File: config.mk
export PLATFORM = sky130hd
export DESIGN_NAME = fifo_wr_arb_ctrl_flat
export DESIGN_NICKNAME = d
export VERILOG_FILES = /design/src/rtl/fifo_wr_arb_ctrl_if.sv /design/src/rtl/fifo_wr_arb_ctrl.sv /design/src/flat_wrapper.sv
export SDC_FILE = /design/constraint.sdc
export NUM_CORES = 1
export LEC_CHECK = 0
export CAP_MARGIN = 20
export CORE_MARGIN = 1.5
export CORE_UTILIZATION = 45
export CTS_CLUSTER_SIZE = 24
export DETAILED_ROUTE_END_ITERATION = 6
export PLACE_DENSITY = 0.84
export SETUP_SLACK_MARGIN = 0.05
export SLEW_MARGIN = 20
export SYNTH_ARGS = -nofsm -noshare
export SYNTH_HDL_FRONTEND = slang
export SYNTH_SLANG_ARGS = --single-unit
File: constraint.sdc
create_clock -name clock -period 2.8 [get_ports clock]
set_input_delay 0.28 -clock clock [delete_from_list [all_inputs] [get_ports clock]]
set_output_delay 0.28 -clock clock [all_outputs]
set_load 0.01 [all_outputs]
File: src/rtl/fifo_wr_arb_ctrl_if.sv
// rtl/fifo_wr_arb_ctrl_if.sv - requester, consumer and storage-port signals of the FIFO controller
// master is the requester/consumer side, slave is the controller.
interface fifo_wr_arb_ctrl_if #(
   parameter int ADDR_W = 4,
   parameter int DATA_W = 8
);
   logic              req0_valid;
   logic [DATA_W-1:0] req0_data;
   logic              req0_ready;
   logic              req1_valid;
   logic [DATA_W-1:0] req1_data;
   logic              req1_ready;
   logic              rd_req;
   logic              rd_valid;
   logic              mem_we;
   logic [ADDR_W-1:0] mem_waddr;
   logic [DATA_W-1:0] mem_wdata;
   logic              mem_re;
   logic [ADDR_W-1:0] mem_raddr;

   modport master (
      output req0_valid, req0_data, req1_valid, req1_data, rd_req,
      input  req0_ready, req1_ready, rd_valid,
      input  mem_we, mem_waddr, mem_wdata, mem_re, mem_raddr
   );

   modport slave (
      input  req0_valid, req0_data, req1_valid, req1_data, rd_req,
      output req0_ready, req1_ready, rd_valid,
      output mem_we, mem_waddr, mem_wdata, mem_re, mem_raddr
   );
endinterface

File: src/rtl/fifo_wr_arb_ctrl.sv
// rtl/fifo_wr_arb_ctrl.sv - pointer controller and round-robin write arbiter for the 16x8 FIFO
// Owns both pointers, merges two writers onto one storage port, sequences flush and drain.
module fifo_wr_arb_ctrl #(
   parameter int ADDR_W = 4,
   parameter int DATA_W = 8
) (
   input  logic              clock,
   input  logic              reset,
   fifo_wr_arb_ctrl_if.slave bus,
   input  logic              flush,
   input  logic              drain,
   output logic              full,
   output logic              empty,
   output logic [ADDR_W:0]   count,
   output logic              busy,
   output logic              drain_done,
   output logic              rd_err
);
   typedef enum logic [1:0] {
      ST_INIT  = 2'd0,
      ST_RUN   = 2'd1,
      ST_FLUSH = 2'd2,
      ST_DRAIN = 2'd3
   } state_t;

   localparam logic [ADDR_W:0] PTR_ONE = {{ADDR_W{1'b0}}, 1'b1};

   state_t          state;
   logic [ADDR_W:0] wr_ptr;
   logic [ADDR_W:0] rd_ptr;
   logic            last_grant;
   logic            rd_valid_q;

   logic wr_open;
   logic grant0;
   logic grant1;
   logic wr_fire;
   logic rd_window;
   logic rd_fire;
   logic rd_under;

   // Extra pointer bit distinguishes a full array from an empty one.
   assign empty = (wr_ptr == rd_ptr);
   assign full  = (wr_ptr[ADDR_W] != rd_ptr[ADDR_W]) &&
                  (wr_ptr[ADDR_W-1:0] == rd_ptr[ADDR_W-1:0]);
   assign count = wr_ptr - rd_ptr;

   // last_grant names the previous winner, so on contention the other side wins.
   assign wr_open = (state == ST_RUN) && !full;
   assign grant0  = wr_open && bus.req0_valid && (!bus.req1_valid || last_grant);
   assign grant1  = wr_open && bus.req1_valid && (!bus.req0_valid || !last_grant);
   assign wr_fire = grant0 || grant1;

   assign rd_window = (state == ST_RUN) || (state == ST_DRAIN);
   assign rd_fire   = rd_window && bus.rd_req && !empty;
   assign rd_under  = rd_window && bus.rd_req && empty;

   assign bus.req0_ready = grant0;
   assign bus.req1_ready = grant1;
   assign bus.mem_we     = wr_fire;
   assign bus.mem_waddr  = wr_ptr[ADDR_W-1:0];
   assign bus.mem_wdata  = grant0 ? bus.req0_data :
                           grant1 ? bus.req1_data : '0;
   assign bus.mem_re     = rd_fire;
   assign bus.mem_raddr  = rd_ptr[ADDR_W-1:0];
   assign bus.rd_valid   = rd_valid_q;

   always_ff @(posedge clock or posedge reset) begin
      if (reset) begin
         state      <= ST_INIT;
         busy       <= 1'b1;
         drain_done <= 1'b0;
         wr_ptr     <= '0;
         rd_ptr     <= '0;
         last_grant <= 1'b1;
         rd_valid_q <= 1'b0;
         rd_err     <= 1'b0;
      end else begin
         rd_valid_q <= rd_fire;
         drain_done <= 1'b0;

         if (wr_fire) begin
            wr_ptr     <= wr_ptr + PTR_ONE;
            last_grant <= grant1;
         end
         if (rd_fire) begin
            rd_ptr <= rd_ptr + PTR_ONE;
         end
         if (rd_under) begin
            rd_err <= 1'b1;
         end

         case (state)
            ST_INIT: begin
               state <= ST_RUN;
               busy  <= 1'b0;
            end
            ST_RUN: begin
               if (flush) begin
                  state <= ST_FLUSH;
                  busy  <= 1'b1;
               end else if (drain) begin
                  state <= ST_DRAIN;
                  busy  <= 1'b1;
               end
            end
            ST_FLUSH: begin
               // Nothing moves during FLUSH, so zeroing here cannot lose a transfer.
               wr_ptr <= '0;
               rd_ptr <= '0;
               rd_err <= 1'b0;
               state  <= ST_RUN;
               busy   <= 1'b0;
            end
            ST_DRAIN: begin
               if (flush) begin
                  state <= ST_FLUSH;
               end else if (empty) begin
                  state      <= ST_RUN;
                  busy       <= 1'b0;
                  drain_done <= 1'b1;
               end
            end
            default: begin
               state <= ST_INIT;
               busy  <= 1'b1;
            end
         endcase
      end
   end
endmodule

File: src/flat_wrapper.sv
// flat-port wrapper written by rule: the top's interface ports become plain ports
module fifo_wr_arb_ctrl_flat 
#(
   parameter int ADDR_W = 4,
   parameter int DATA_W = 8
)
  (clock, reset, flush, drain, full, empty, count, busy, drain_done, rd_err, bus_req0_valid, bus_req0_data, bus_req1_valid, bus_req1_data, bus_rd_req, bus_req0_ready, bus_req1_ready, bus_rd_valid, bus_mem_we, bus_mem_waddr, bus_mem_wdata, bus_mem_re, bus_mem_raddr);
  fifo_wr_arb_ctrl_if #(.ADDR_W(ADDR_W), .DATA_W(DATA_W)) bus_i ();
  input  logic clock;
  input  logic reset;
  input  logic flush;
  input  logic drain;
  output logic full;
  output logic empty;
  output logic [ADDR_W:0] count;
  output logic busy;
  output logic drain_done;
  output logic rd_err;
  input wire logic [$bits(bus_i.req0_valid)-1:0] bus_req0_valid;
  input wire logic [$bits(bus_i.req0_data)-1:0] bus_req0_data;
  input wire logic [$bits(bus_i.req1_valid)-1:0] bus_req1_valid;
  input wire logic [$bits(bus_i.req1_data)-1:0] bus_req1_data;
  input wire logic [$bits(bus_i.rd_req)-1:0] bus_rd_req;
  output wire logic [$bits(bus_i.req0_ready)-1:0] bus_req0_ready;
  output wire logic [$bits(bus_i.req1_ready)-1:0] bus_req1_ready;
  output wire logic [$bits(bus_i.rd_valid)-1:0] bus_rd_valid;
  output wire logic [$bits(bus_i.mem_we)-1:0] bus_mem_we;
  output wire logic [$bits(bus_i.mem_waddr)-1:0] bus_mem_waddr;
  output wire logic [$bits(bus_i.mem_wdata)-1:0] bus_mem_wdata;
  output wire logic [$bits(bus_i.mem_re)-1:0] bus_mem_re;
  output wire logic [$bits(bus_i.mem_raddr)-1:0] bus_mem_raddr;
  assign bus_i.req0_valid = bus_req0_valid;
  assign bus_i.req0_data = bus_req0_data;
  assign bus_i.req1_valid = bus_req1_valid;
  assign bus_i.req1_data = bus_req1_data;
  assign bus_i.rd_req = bus_rd_req;
  assign bus_req0_ready = bus_i.req0_ready;
  assign bus_req1_ready = bus_i.req1_ready;
  assign bus_rd_valid = bus_i.rd_valid;
  assign bus_mem_we = bus_i.mem_we;
  assign bus_mem_waddr = bus_i.mem_waddr;
  assign bus_mem_wdata = bus_i.mem_wdata;
  assign bus_mem_re = bus_i.mem_re;
  assign bus_mem_raddr = bus_i.mem_raddr;
  fifo_wr_arb_ctrl #(.ADDR_W(ADDR_W), .DATA_W(DATA_W)) u_core (.clock(clock), .reset(reset), .bus(bus_i), .flush(flush), .drain(drain), .full(full), .empty(empty), .count(count), .busy(busy), .drain_done(drain_done), .rd_err(rd_err));
endmodule
==> results.cfg <==
[setup_path]
r2r_setup_slack_ns = 0.91
r2r_end = u_core.wr_ptr[2]
critPathMaxFanout = 9
reg2reg_from = u_core.wr_ptr[2]
worstSetupStartpointType = flop
r2r_cells = 5
arrival_ns = 2.34
critPathKind = flop to output pin
required_ns = 2.52
cp-end-kind = output pin

[power_and_ir_drop]
cellPowerDensity_nw_per_um2 = 950
ir_worst_vdd_uv = 859
p_leak_nw = 0.824

[place]
portBuffers = 53
dp_cells = 222
place_congestion = 0.813
post_dp_cell_area_um2 = 1790
detailedPlacementHpwl_um = 2740

[yosys]
syn_nets = 175
synth-edff-count = 0
ys_ff_latch = 17
synth_cells = 145
yosys_most_used_dff = dfrtp_1
yosysWarnings = 0
ys_seq_area_share_pct = 34.2
synth_cell_type_count = 38
synth_top_area_share_pct = 30.0
synth_top_area_cell = dfrtp_1
synth.avg_cell_area_um2 = 8.64
yosys-top-cells-count = nor2_1, dfrtp_1, inv_1, a22oi_1, nand2_1
netlist_top_cells_area = dfrtp_1, ha_1, a22oi_1
synth_area_um2 = 1250
async_flop_share_pct = 100
yosysMostFrequentCell = nor2_1

[route]
viasPerCell = 5.66
firstDrtPassIters = 4
routed_wl_um = 3620
routedWlPerCell_um = 15.8
remaining_drc_errors = 0
antenna_left = 0
drtIter0Drc = 48
vias = 1297

[timing]
final-max-slew-violation-count = 0
setup_violations = 0
hold_violations = 0
worst_slew_pin_slew_ns = 0.654
finalCriticalPeriod_ns = 2.62
finalCritPeriodShare_pct = 93.5
tns_ns = 0
slew_headroom_pct = 56.4
rsz0062_at_grt = false
skew_ns = 0.00291
fmax_mhz = 382

[floorplanning]
rows = 18
die_x_um = 55.8
start_util_pct = 49.2
die_y_um = 55.8
dieArea_um2 = 3110
core_um2 = 2540
pin_count = 54

[clock_network]
clk_path_buf_depth = 2
cts_root_buf = clkbuf_4
cts_tree = done
clock_sinks = 17
clkTransAtPathRegs_ns = 0.09
htreeDepth = 1
clkLatencyLatePin_ns = 0.29
numCtsBuffers = 3

[status]
status = completed

[grt]
groute.usage.overall_pct = 22.7
grt_max_degree = 18
grt_overflow_total = 0
grt_pass1_vias = 1261
antenna_found_initial = 0
grt_pass1_wl_um = 5750

[finish]
fin_nets = 230
fin_cells = 229
syn_to_final_growth_pct = 48.5
final_area_um2 = 1860
area.sequential_um2 = 430
n_antenna_cell = 0
drive_above_1_share_pct = 11.6
fillers = 198
final_util_pct = 73.1
multi_input_area_um2 = 713

[run]
drv_cap = 0

[worst_hold_path]
hold_path_class = input pin to async pin
-- worst max-delay path, stage by stage (launching register included) --
cell	delay, ns
dfrtp_1	0.47
ha_1	0.42
and4_4	0.30
nand2_2	0.12
nand2_2	0.18
nor2_1	0.07
clkdlybuf4s50_1	0.49
-- logic make-up after synthesis --
| kind of cell | synth area share, % |
|---|---|
| compound gates | 24.1 |
| xor+xnor | 4.10 |
| fa+ha+maj | 7.59 |
| buf+inv | 9.59 |
| flops | 34.2 |
| mux | 2.40 |
| simple gates | 18.1 |
-- area by class of cell --
class	instances	area share [%]
Multi-Input combinational cell	104	38.4
Sequential cell	17	23.1
Clock buffer	4	1.41
Timing Repair Buffer	63	32.8
Tap cell	30	2.02
Inverter	11	2.22
-- registers in the layout, indices dropped and copies added (netlist names) --
register	cells
u_core.busy	1
u_core.last_grant	1
u_core.drain_done	1
u_core.state	2
u_core.rd_ptr	5
u_core.wr_ptr	5
u_core.bus.rd_valid	1
u_core.rd_err	1
-- metrics by stage --
| step | total power, mW | hold WS (ns) | setup WS [ns] |
|---|---|---|---|
| after floorplan | 1.04 | 0.205 | 0.929 |
| after global placement | 1.54 | 0.478 | 0.423 |
| after detailed placement | 1.58 | 0.483 | 0.372 |
| after CTS | 1.74 | 0.389 | 0.0917 |
| after global routing | 1.88 | 0.434 | 0.104 |
| final | 1.77 | 0.374 | 0.181 |
-- how the worst max path moves through the flow --
stage	startpoint	slack, ns	depth (start not counted)	endpoint
after CTS	u_core.rd_ptr[0]	0.09	7	count[4]
after global routing	u_core.wr_ptr[2]	0.10	6	bus_mem_wdata[1]
final	u_core.wr_ptr[2]	0.18	6	bus_mem_wdata[1]
after floorplan	u_core.rd_ptr[3]	0.93	7	bus_mem_wdata[0]
after detailed placement	u_core.rd_ptr[3]	0.37	6	bus_mem_we
after global placement	u_core.rd_ptr[2]	0.42	6	bus_mem_we
-- routing by layer --
metal  GRT usage [%]  up-vias  wire length, um
met4            3.14        0                9
met3            5.81        2              231
met1            28.8      621             1580
met5               0        -                0
li1                -      625                -
met2            39.8       49             1800
-- where the power goes --
group          switching [mW]  leakage (nW)  internal, mW
registers              0.0592         0.214         0.329
clock network          0.0780        0.0150        0.0555
logic                   0.584         0.595         0.660
-- timing repair --
action                                  in CTS  in global routing
gates resized for setup                      4                  5
hold buffers                                 0                  0
endpoints found under the setup margin       4                 11
buffers inserted                             0                  3
-- layout by cell type (no fill, tap or decap), types with 3 or more instances in the layout --
cell type,count
a21oi_1,6
a22oi_1,9
a32o_1,3
and2_1,4
and3_1,4
buf_4,10
clkbuf_4,3
clkdlybuf4s50_1,51
dfrtp_1,13
ha_1,6
inv_1,11
mux2i_1,3
nand2_1,8
nand3_1,4
nor2_1,16
nor3_1,3
o21ai_0,6
o2bb2ai_1,3
xnor2_1,3
Power figures use the tool's default switching activity.
